`config.mk`:
```
export PLATFORM = sky130hd
export DESIGN_NAME = muldiv_unit
export DESIGN_NICKNAME = d
export VERILOG_FILES = /design/src/rtl/muldiv_unit.sv
export SDC_FILE = /design/constraint.sdc
export NUM_CORES = 1
export LEC_CHECK = 0
export CAP_MARGIN = 5
export CORE_MARGIN = 4
export CORE_UTILIZATION = 45
export CTS_BUF_LIST = sky130_fd_sc_hd__clkbuf_8 sky130_fd_sc_hd__clkbuf_16
export CTS_CLUSTER_SIZE = 10
export DETAILED_ROUTE_END_ITERATION = 10
export DONT_BUFFER_PORTS = 1
export GPL_TIMING_DRIVEN = 0
export MAX_ROUTING_LAYER = met4
export PLACE_DENSITY = 0.6
export REMOVE_ABC_BUFFERS = 1
export SLEW_MARGIN = 10
export SYNTH_ARGS = -nofsm -noshare
export SYNTH_HDL_FRONTEND = slang
export SYNTH_SLANG_ARGS = --single-unit
```
`constraint.sdc`:
```
create_clock -name CLK -period 8.5 [get_ports CLK]
set_input_delay 0.85 -clock CLK [delete_from_list [all_inputs] [get_ports CLK]]
set_output_delay 0.85 -clock CLK [all_outputs]
set_load 0.02 [all_outputs]
```
`src/rtl/muldiv_unit.sv`:
```
// Iterative RV32M multiply/divide stage feeding the register file write port.
// Optional macro MULDIV_EARLY_OUT_EN: zero-cycle path for trivial operands.
module muldiv_unit #(
   parameter int XLEN   = 32,
   parameter int ADDR_W = 5
) (
   input  logic              CLK,
   input  logic              RESET,
   input  logic              START,
   input  logic [2:0]        FUNCT,
   input  logic [XLEN-1:0]   OPA,
   input  logic [XLEN-1:0]   OPB,
   input  logic [ADDR_W-1:0] DEST,
   output logic              BUSY,
   output logic              WB_WRITE,
   output logic [ADDR_W-1:0] WB_ADDR,
   output logic [XLEN-1:0]   WB_DATA
);

   localparam int CW = $clog2(XLEN);

   typedef enum logic [1:0] {IDLE, CALC, DONE} state_t;

   state_t            state;
   logic [2:0]        fn;
   logic [ADDR_W-1:0] dst;
   logic [XLEN-1:0]   mag_a;
   logic [XLEN-1:0]   mag_b;
   logic [XLEN-1:0]   hi;
   logic [XLEN-1:0]   lo;
   logic              neg_a;
   logic              neg_b;
   logic [CW-1:0]     cnt;

   logic              sgn_a_in;
   logic              sgn_b_in;
   logic [XLEN-1:0]   mag_a_in;
   logic [XLEN-1:0]   mag_b_in;

   logic [XLEN:0]     sum;
   logic [XLEN:0]     shr;
   logic              ge;
   logic [XLEN-1:0]   diff;
   logic [XLEN-1:0]   nxt_hi;
   logic [XLEN-1:0]   nxt_lo;
   logic [2*XLEN-1:0] prod;
   logic [2*XLEN-1:0] sprod;
   logic [XLEN-1:0]   q_res;
   logic [XLEN-1:0]   r_mag;
   logic [XLEN-1:0]   r_res;
   logic [XLEN-1:0]   result;

   // Operand signedness and magnitudes at the accepting edge
   always_comb begin
      sgn_a_in = (FUNCT != 3'b011) && (FUNCT != 3'b101) && (FUNCT != 3'b111);
      sgn_b_in = sgn_a_in && (FUNCT != 3'b010);
      mag_a_in = (sgn_a_in && OPA[XLEN-1]) ? -OPA : OPA;
      mag_b_in = (sgn_b_in && OPB[XLEN-1]) ? -OPB : OPB;
   end

   // One shift-add or restoring shift-subtract step, plus final fix-up
   always_comb begin
      sum    = {1'b0, hi} + {1'b0, (lo[0] ? mag_a : {XLEN{1'b0}})};
      shr    = {hi, lo[XLEN-1]};
      ge     = shr >= {1'b0, mag_b};
      diff   = shr[XLEN-1:0] - mag_b;
      nxt_hi = '0;
      nxt_lo = '0;
      if (fn[2]) begin
         nxt_hi = ge ? diff : shr[XLEN-1:0];
         nxt_lo = {lo[XLEN-2:0], ge};
      end else begin
         nxt_hi = sum[XLEN:1];
         nxt_lo = {sum[0], lo[XLEN-1:1]};
      end
      prod  = {nxt_hi, nxt_lo};
      sprod = (neg_a ^ neg_b) ? -prod : prod;
      if (mag_b == '0) begin
         q_res = '1;
         r_mag = mag_a;
      end else begin
         q_res = (neg_a ^ neg_b) ? -nxt_lo : nxt_lo;
         r_mag = nxt_hi;
      end
      r_res = neg_a ? -r_mag : r_mag;
      if (fn[2])
         result = fn[1] ? r_res : q_res;
      else if (fn[1:0] == 2'b00)
         result = sprod[XLEN-1:0];
      else
         result = sprod[2*XLEN-1:XLEN];
   end

`ifdef MULDIV_EARLY_OUT_EN
   logic            early;
   logic [XLEN-1:0] early_res;
   logic            div0;
   logic            ovf;
   logic            mz;

   // Trivial operand detection for the zero-cycle path
   always_comb begin
      div0 = FUNCT[2] && (OPB == '0);
      ovf  = FUNCT[2] && !FUNCT[0] &&
             (OPA == {1'b1, {(XLEN-1){1'b0}}}) && (OPB == '1);
      mz   = !FUNCT[2] && ((OPA == '0) || (OPB == '0));
      early = div0 || ovf || mz;
      early_res = '0;
      if (div0)
         early_res = FUNCT[1] ? OPA : '1;
      else if (ovf)
         early_res = FUNCT[1] ? '0 : {1'b1, {(XLEN-1){1'b0}}};
   end
`endif

   // Control FSM, datapath registers and registered write-back
   always_ff @(posedge CLK) begin
      if (!RESET) begin
         state    <= IDLE;
         fn       <= '0;
         dst      <= '0;
         mag_a    <= '0;
         mag_b    <= '0;
         hi       <= '0;
         lo       <= '0;
         neg_a    <= 1'b0;
         neg_b    <= 1'b0;
         cnt      <= '0;
         BUSY     <= 1'b0;
         WB_WRITE <= 1'b0;
         WB_ADDR  <= '0;
         WB_DATA  <= '0;
      end else begin
         unique case (state)
            IDLE: begin
               if (START) begin
                  fn    <= FUNCT;
                  dst   <= DEST;
                  mag_a <= mag_a_in;
                  mag_b <= mag_b_in;
                  neg_a <= sgn_a_in && OPA[XLEN-1];
                  neg_b <= sgn_b_in && OPB[XLEN-1];
                  hi    <= '0;
                  lo    <= FUNCT[2] ? mag_a_in : mag_b_in;
                  cnt   <= '0;
                  BUSY  <= 1'b1;
`ifdef MULDIV_EARLY_OUT_EN
                  if (early) begin
                     state    <= DONE;
                     WB_WRITE <= 1'b1;
                     WB_DATA  <= early_res;
                     WB_ADDR  <= DEST;
                  end else begin
                     state <= CALC;
                  end
`else
                  state <= CALC;
`endif
               end
            end
            CALC: begin
               hi  <= nxt_hi;
               lo  <= nxt_lo;
               cnt <= cnt + 1'b1;
               if (cnt == CW'(XLEN-1)) begin
                  state    <= DONE;
                  WB_WRITE <= 1'b1;
                  WB_DATA  <= result;
                  WB_ADDR  <= dst;
               end
            end
            DONE: begin
               WB_WRITE <= 1'b0;
               BUSY     <= 1'b0;
               state    <= IDLE;
            end
            default: state <= IDLE;
         endcase
      end
   end

endmodule

```
* After elaboration in Yosys (flattened, before gate mapping) *
Index checks and enable logic that the tools add are counted.

operators by class
  $add $sub $neg = 8
  magnitude comparators = 1
  eq/ne operators = 9
  mux-type cells = 28
  bitwise logic cells = 1
  reduce and logical (&&, ||, !) cells = 17

operators with widths
  kind                   number
  $mux W32               16
  $neg A32 Y32           4
  $pmux W32 S2           2
  $mux W64               1
  $neg A64 Y64           1
  $add A32 B32 Y33       1
  $ge A33 B32 Y1         1
  $logic_not A32 Y1      1
  $sub A32 B32 Y32       1
  $reduce_and A2 Y1      6
  $pmux W5 S2            1
  $ne A3 B2 Y1 const B   2
  $ne A3 B3 Y1 const B   2
  $reduce_bool A2 Y1     3
  $add A5 B1 Y5 const B  1
  $eq A5 B5 Y1 const B   1
  $logic_and A1 B1 Y1    5
  $mux W5                1
  $logic_not A2 Y1       2
  $mux W2                2
  $ne A2 B2 Y1 const B   2
  $pmux W1 S2            2
  $pmux W2 S2            1
  $eq A2 B1 Y1 const B   1
  3 further kinds        4

word-level totals
  bits in registers = 184
  input bits = 75
  output and inout port bits = 39
  logic and storage cells = 78

* Logic depth before layout (Yosys ltp) *
  depth after elaboration = 9
  mapped depth = 24
  depth with buffers taken out = 21

* Worst setup path after synthesis *
OpenSTA, ideal clock, no wires.

  path kind = reg2reg
  start = register fn[2]
  end = register WB_DATA[30]
  library setup time = 79 ps
  arrival time = 4970 ps
  required time = 8421 ps
  slack = 3451 ps
  cell stages (with the launch flop) = 24
  path buffers = 10
  clock period less this slack = 5049 ps
  cells stage by stage = dfxtp_1 buf_2 buf_2 buf_2 buf_2 buf_2 buf_2 buf_2 buf_2 buf_1 clkbuf_1 mux2i_1 ha_1 o21ai_0 nor3_1 and3b_1 nand2_1 or2_2 o21ai_0 xnor2_1 o21ai_0 a221o_1 a211o_1 o211ai_1

between the ends
  longest elaborated chain between the ends = 6
  elaborated cells on any way between the ends = 13
  classes of those cells = 3 x add/sub; 10 x mux

RTL lines
  element                                          line    source
  start: declaration                               25      logic [2:0] fn;
  start signal: assignment                         120     fn <= '0;
  start signal: assignment                         137     fn <= FUNCT;
  $mux W32                                         69      if (fn[2]) begin
  $neg A32 Y32 / $mux W32 (equally long branches)  82, 78
  $mux W32 / $neg A32 Y32 (equally long branches)  82, 85
  $mux W32 (on tied branches)                      78, 85
  $mux W32                                         87      result = fn[1] ? r_res : q_res;
  $mux W32 (*)                                     86      if (fn[2])
  end signal: assignment                           168     WB_DATA <= result;
  end: declaration                                 17      output logic [XLEN-1:0] WB_DATA

Every way passes the cells marked *; elsewhere a longest branch is shown, timed or not.
A chain may end at the register's enable or synchronous reset.

* Worst setup path in the final report *
  start = register lo[31]
  end = register WB_DATA[24]

between the ends
  longest elaborated chain between the ends = 8
  elaborated cells on any way between the ends = 16
  classes of those cells = 4 x add/sub; 1 x order compare; 11 x mux

RTL lines
  element                                                    line    source
  start: declaration                                         30      logic [XLEN-1:0] lo;
  start signal: assignment                                   144     lo <= FUNCT[2] ? mag_a_in : mag_b_in;
  start signal: assignment                                   163     lo <= nxt_lo;
  $sub A32 B32 Y32 / $ge A33 B32 Y1 (equally long branches)  66, 65
  $mux W32                                                   70      nxt_hi = ge ? diff : shr[XLEN-1:0];
  $mux W32                                                   69
  $mux W32                                                   78      if (mag_b == '0) begin
  $neg A32 Y32                                               85      r_res = neg_a ? -r_mag : r_mag;
  $mux W32                                                   85
  $mux W32                                                   87
  $mux W32 (*)                                               86

Marks and branches as above.

==> results.txt <==
----------------------------------------------------
[Status]
  Outcome ... finished clean

[Timing]
  Setup violation total in the final timing report ... 0
  Tightest Pin Transition ... between 1000 and 1500 ps
  Post-route clock period utilization ... roughly 87%
  Clock period minus worst slack ... about 7400 ps
  Accumulated negative setup slack ... 0 ps
  RSZ-0062 raised after global routing ... no
  Worst slew margin ... around 15%
  Maximum achievable frequency ... between 100 and 150 MHz
  Hold Violations, Final ... 0
  Skew final ... about 17 ps
  Number of pins with negative max-slew slack in the final report ... 0
  Worst Hold Slack ... between 400 and 500 ps

[Global routing]
  Maximum number of pins on one net before global-route repair ... 94
  Total global routing overflow ... 0
  Number of global-route vias before repair ... roughly 17000
  GR Util All Layers ... 33.75%
  First-pass GRT wire length ... 106000 µm
  Antenna violations before repair ... 1

[Drt]
  Number of vias per cell after detailed routing ... between 6 and 7
  Vias ... 18730
  Number of iterations in the first detailed-routing pass ... 6
  Routed wire length ... around 71000 µm
  Drt wl/cell ... about 25 µm
  Number of design rule violations left after detail routing ... 0
  DR iter-0 viols ... 2052
  Antenna Violating Nets Remaining ... 0

[Pwr]
  Peak supply drop ... about 0.19 mV
  Static Leak ... roughly 6.7 nW
  Total power per unit cell area ... approximately 150 mW/mm²

[Synth]
  Count of warnings emitted by yosys ... 0
  Main area contributors after synthesis ... sky130_fd_sc_hd__dfxtp_1, sky130_fd_sc_hd__nor2_1, sky130_fd_sc_hd__a21oi_1
  Synthesized instance count ... approximately 2500
  Count of different cell masters after synthesis ... 97
  Average footprint of a synthesized cell ... approximately 7 µm²
  Proportion of netlist area held by the largest area contributor ... 21.18%
  Share of the yosys chip area belonging to registers ... 21.18%
  Cell area after synthesis ... around 0.017 mm²
  Fraction of registers with async set/reset ... 0%
  Top cell type by total area after synthesis ... sky130_fd_sc_hd__dfxtp_1
  Flip-flop and latch count after synthesis ... 184
  Primary flip-flop cell chosen by synthesis mapping ... sky130_fd_sc_hd__dfxtp_1
  Number of synthesized flops with an enable pin ... 0

[Worst hold path]
  Type of the most critical hold path ... reg -> reg

[Layout]
  Utilization after layout ... between 40% and 50%
  Layout cell share with drive strength beyond 1 ... slightly above 5%
  Summed area of non-filler cells in the final layout ... roughly 0.018 mm²
  Number of filler cells placed in the layout ... a little under 4000
  Most common library cell in the layout ignoring fill and taps ... sky130_fd_sc_hd__nor2_1
  Cell Count, Final, Fillers Out ... about 2900
  Number of nets in the finished design ... 2485
  Area growth from synthesis to layout ... 4.986%
  Commonest non-fill, non-tap cells in the layout ... sky130_fd_sc_hd__nor2_1, sky130_fd_sc_hd__nand2_1, sky130_fd_sc_hd__a21oi_1

[Placed design]
  Standard cell area after detailed placement ... 0.01769 mm²
  # placed instances ... between 2000 and 3000
  Port Buffer Count ... 0
  DPL Wire Length ... approximately 55000 µm
  Final GP Congestion ... approximately 1

[Setup path]
  Critical Path Stages ... 21
  Register-to-register path setup slack ... between 1000 and 1500 ps
  Crit path capture type ... register
  Delay of the slowest cell on the worst path ... between 1000 and 1500 ps
  Largest fanout on the critical path ... 26
  Top cell family by delay on the critical path ... simple AND/OR/NAND/NOR gates
  Number of cell instances on the worst register-to-register path ... 21
  Critical Path, Cell by Cell ... inv_1 > ha_1 > nand4_1 > nor3_1 > nand4_1 > nand4_2 > nor2_4 > nand2_1 > mux2_2 > nand2_1 > o21ai_0 > mux2i_1 > ha_1 > o21ai_0 > a31oi_1 > nand3_1 > a2111oi_0 > a31oi_1 > xor2_1 > o221ai_1 > nand3_1
  R2r endpoint ... WB_DATA[24]$_SDFFE_PN0P_
  Crit path required time ... between 8000 and 9000 ps
  Critical path type ... reg -> reg
  Launch point of the worst path ... lo[31]$_SDFFE_PN0P_
  Slowest cell on the critical path ... sky130_fd_sc_hd__a2111oi_0
  Arrival time at the worst endpoint ... a little under 8000 ps
  Startpoint of the most critical register-to-register path ... lo[31]$_SDFFE_PN0P_
  Kind of start point of the critical path ... register
  Worst path bufs/invs ... 1
  Worst setup path end ... WB_DATA[24]$_SDFFE_PN0P_

[Die]
  Starting utilization of the core area ... 45.85%
  Die H ... a little over 200 µm
  Boundary pin count ... ~110
  Core Box Area ... 0.03793 mm²
  Chip width ... 204.6 µm
  Die area ... around 0.042 mm²
  Cell Rows ... 71

[Clock network]
  CTS Hold Buffers Added ... 0
  TritonCTS clock tree ... built
  Total CTS buffers ... 17
  Max clock buf depth ... 2
  Clock transition time at the flip-flop clock pins of the worst setup and hold paths ... approximately 80 ps
  Resized cells post-CTS ... 0
  Setup bufs post-CTS ... 0
  # H-tree levels ... 4
  Number of sinks handled by clock tree synthesis ... ~180
  Clock latency reported for the late side of the worst-skew pair ... approximately 480 ps
  Clock tree root buffer cell ... sky130_fd_sc_hd__clkbuf_16

[Run]
  Max-cap violation count ... 0

----------------------------------------------------
flip-flops by register name (all words and copies together) (netlist names):
name      cells
mag_b        32
neg_b         1
WB_ADDR       5
BUSY          1
hi           32
fn            3
lo           32
state         2
cnt           5
dst           5
WB_WRITE      1
mag_a        32
WB_DATA      32
neg_a         1
power by group:
part	leakage, nW	switching, W	internal [W]	total (W)
clock network	0.273	0.000394	0.000393	0.000787
logic	4.90	0.000682	0.000344	0.00103
registers	1.51	0.0000782	0.000911	0.000989
total	6.68	0.00115	0.00165	0.00280
synthesized netlist by cell type (12+ instances only):
library cell	n
sky130_fd_sc_hd__nor2_1	337
sky130_fd_sc_hd__nand2_1	248
sky130_fd_sc_hd__a21oi_1	220
sky130_fd_sc_hd__dfxtp_1	184
sky130_fd_sc_hd__o21ai_0	139
sky130_fd_sc_hd__xnor2_1	121
sky130_fd_sc_hd__clkbuf_1	119
sky130_fd_sc_hd__a211oi_1	79
sky130_fd_sc_hd__ha_1	70
sky130_fd_sc_hd__inv_1	68
sky130_fd_sc_hd__nor3_1	67
sky130_fd_sc_hd__xor2_1	66
sky130_fd_sc_hd__a31oi_1	65
sky130_fd_sc_hd__nand3_1	57
sky130_fd_sc_hd__mux2i_1	54
sky130_fd_sc_hd__and2_1	42
sky130_fd_sc_hd__o211ai_1	31
sky130_fd_sc_hd__a221oi_1	30
sky130_fd_sc_hd__nand4_1	29
sky130_fd_sc_hd__nor4_1	28
sky130_fd_sc_hd__o31ai_1	26
sky130_fd_sc_hd__or3_1	25
sky130_fd_sc_hd__buf_2	23
sky130_fd_sc_hd__nand2b_1	23
sky130_fd_sc_hd__a21o_1	22
sky130_fd_sc_hd__o21a_1	21
sky130_fd_sc_hd__buf_1	17
sky130_fd_sc_hd__or4_1	16
sky130_fd_sc_hd__nor2b_1	14
sky130_fd_sc_hd__and3_1	13
sky130_fd_sc_hd__a41oi_1	12
cells by family after synthesis:
| logic type | after synthesis | share of synthesized area [%] |
|---|---|---|
| compound gates | 783 | 29.68 |
| xor+xnor | 187 | 9.417 |
| fa+ha+maj | 72 | 5.266 |
| buf+inv | 238 | 5.590 |
| flops | 184 | 21.18 |
| mux | 60 | 3.496 |
| simple gates | 946 | 25.37 |
worst min path at each step:
stage                        start                      end  slack [ps]  cells past startpoint
2_1_floorplan  dst[0]$_SDFFE_PN0P_  WB_ADDR[0]$_SDFFE_PN0P_         430                      2
3_3_place_gp   dst[0]$_SDFFE_PN0P_  WB_ADDR[0]$_SDFFE_PN0P_         440                      2
3_5_place_dp   dst[3]$_SDFFE_PN0P_  WB_ADDR[3]$_SDFFE_PN0P_         440                      2
4_1_cts        dst[3]$_SDFFE_PN0P_  WB_ADDR[3]$_SDFFE_PN0P_         450                      2
5_1_grt        dst[1]$_SDFFE_PN0P_  WB_ADDR[1]$_SDFFE_PN0P_         470                      2
6_report       dst[3]$_SDFFE_PN0P_  WB_ADDR[3]$_SDFFE_PN0P_         450                      2
worst reg2reg max path, stage by stage (launching register included):
cell and delay [ps]:
sky130_fd_sc_hd__dfxtp_1 570, sky130_fd_sc_hd__inv_1 320, sky130_fd_sc_hd__ha_1 500, sky130_fd_sc_hd__nand4_1 170, sky130_fd_sc_hd__nor3_1 70, sky130_fd_sc_hd__nand4_1 190, sky130_fd_sc_hd__nand4_2 230, sky130_fd_sc_hd__nor2_4 680
sky130_fd_sc_hd__nand2_1 630, sky130_fd_sc_hd__mux2_2 450, sky130_fd_sc_hd__nand2_1 140, sky130_fd_sc_hd__o21ai_0 220, sky130_fd_sc_hd__mux2i_1 290, sky130_fd_sc_hd__ha_1 210, sky130_fd_sc_hd__o21ai_0 120, sky130_fd_sc_hd__a31oi_1 360
sky130_fd_sc_hd__nand3_1 280, sky130_fd_sc_hd__a2111oi_0 1030, sky130_fd_sc_hd__a31oi_1 250, sky130_fd_sc_hd__xor2_1 230, sky130_fd_sc_hd__o221ai_1 260, sky130_fd_sc_hd__nand3_1 120
final cells by class:
class	instances	area (µm²)	area share, %
antenna	1	2.502	0.01371
inverter	70	267.8	1.466
clock inverter	13	102.6	0.5619
timing repair buffer	17	274.0	1.501
multi-input combinational	2048	12830	70.27
tap	511	639.4	3.502
sequential	184	3690	20.21
clock buffer	19	452.9	2.481
metal layers:
metal  wire (µm)  part of all wire, %  track usage, %  vias up
li1            -                    -               -     8759
met1       30360                   43           43.98     8939
met2       32030                   45           52.65      885
met3        5703                  8.0           5.541      148
met4        3103                  4.4           13.14        0
met5           0                    0               -        -
metrics by stage:
stage          power [W]  setup slack, ps
4_1_cts         0.002784            904.4
6_report        0.002802             1099
3_5_place_dp    0.002003            909.8
3_3_place_gp    0.001990            -2630
5_1_grt         0.002927            935.9
2_1_floorplan   0.001674             1134
(Power assumes the default switching activity.)
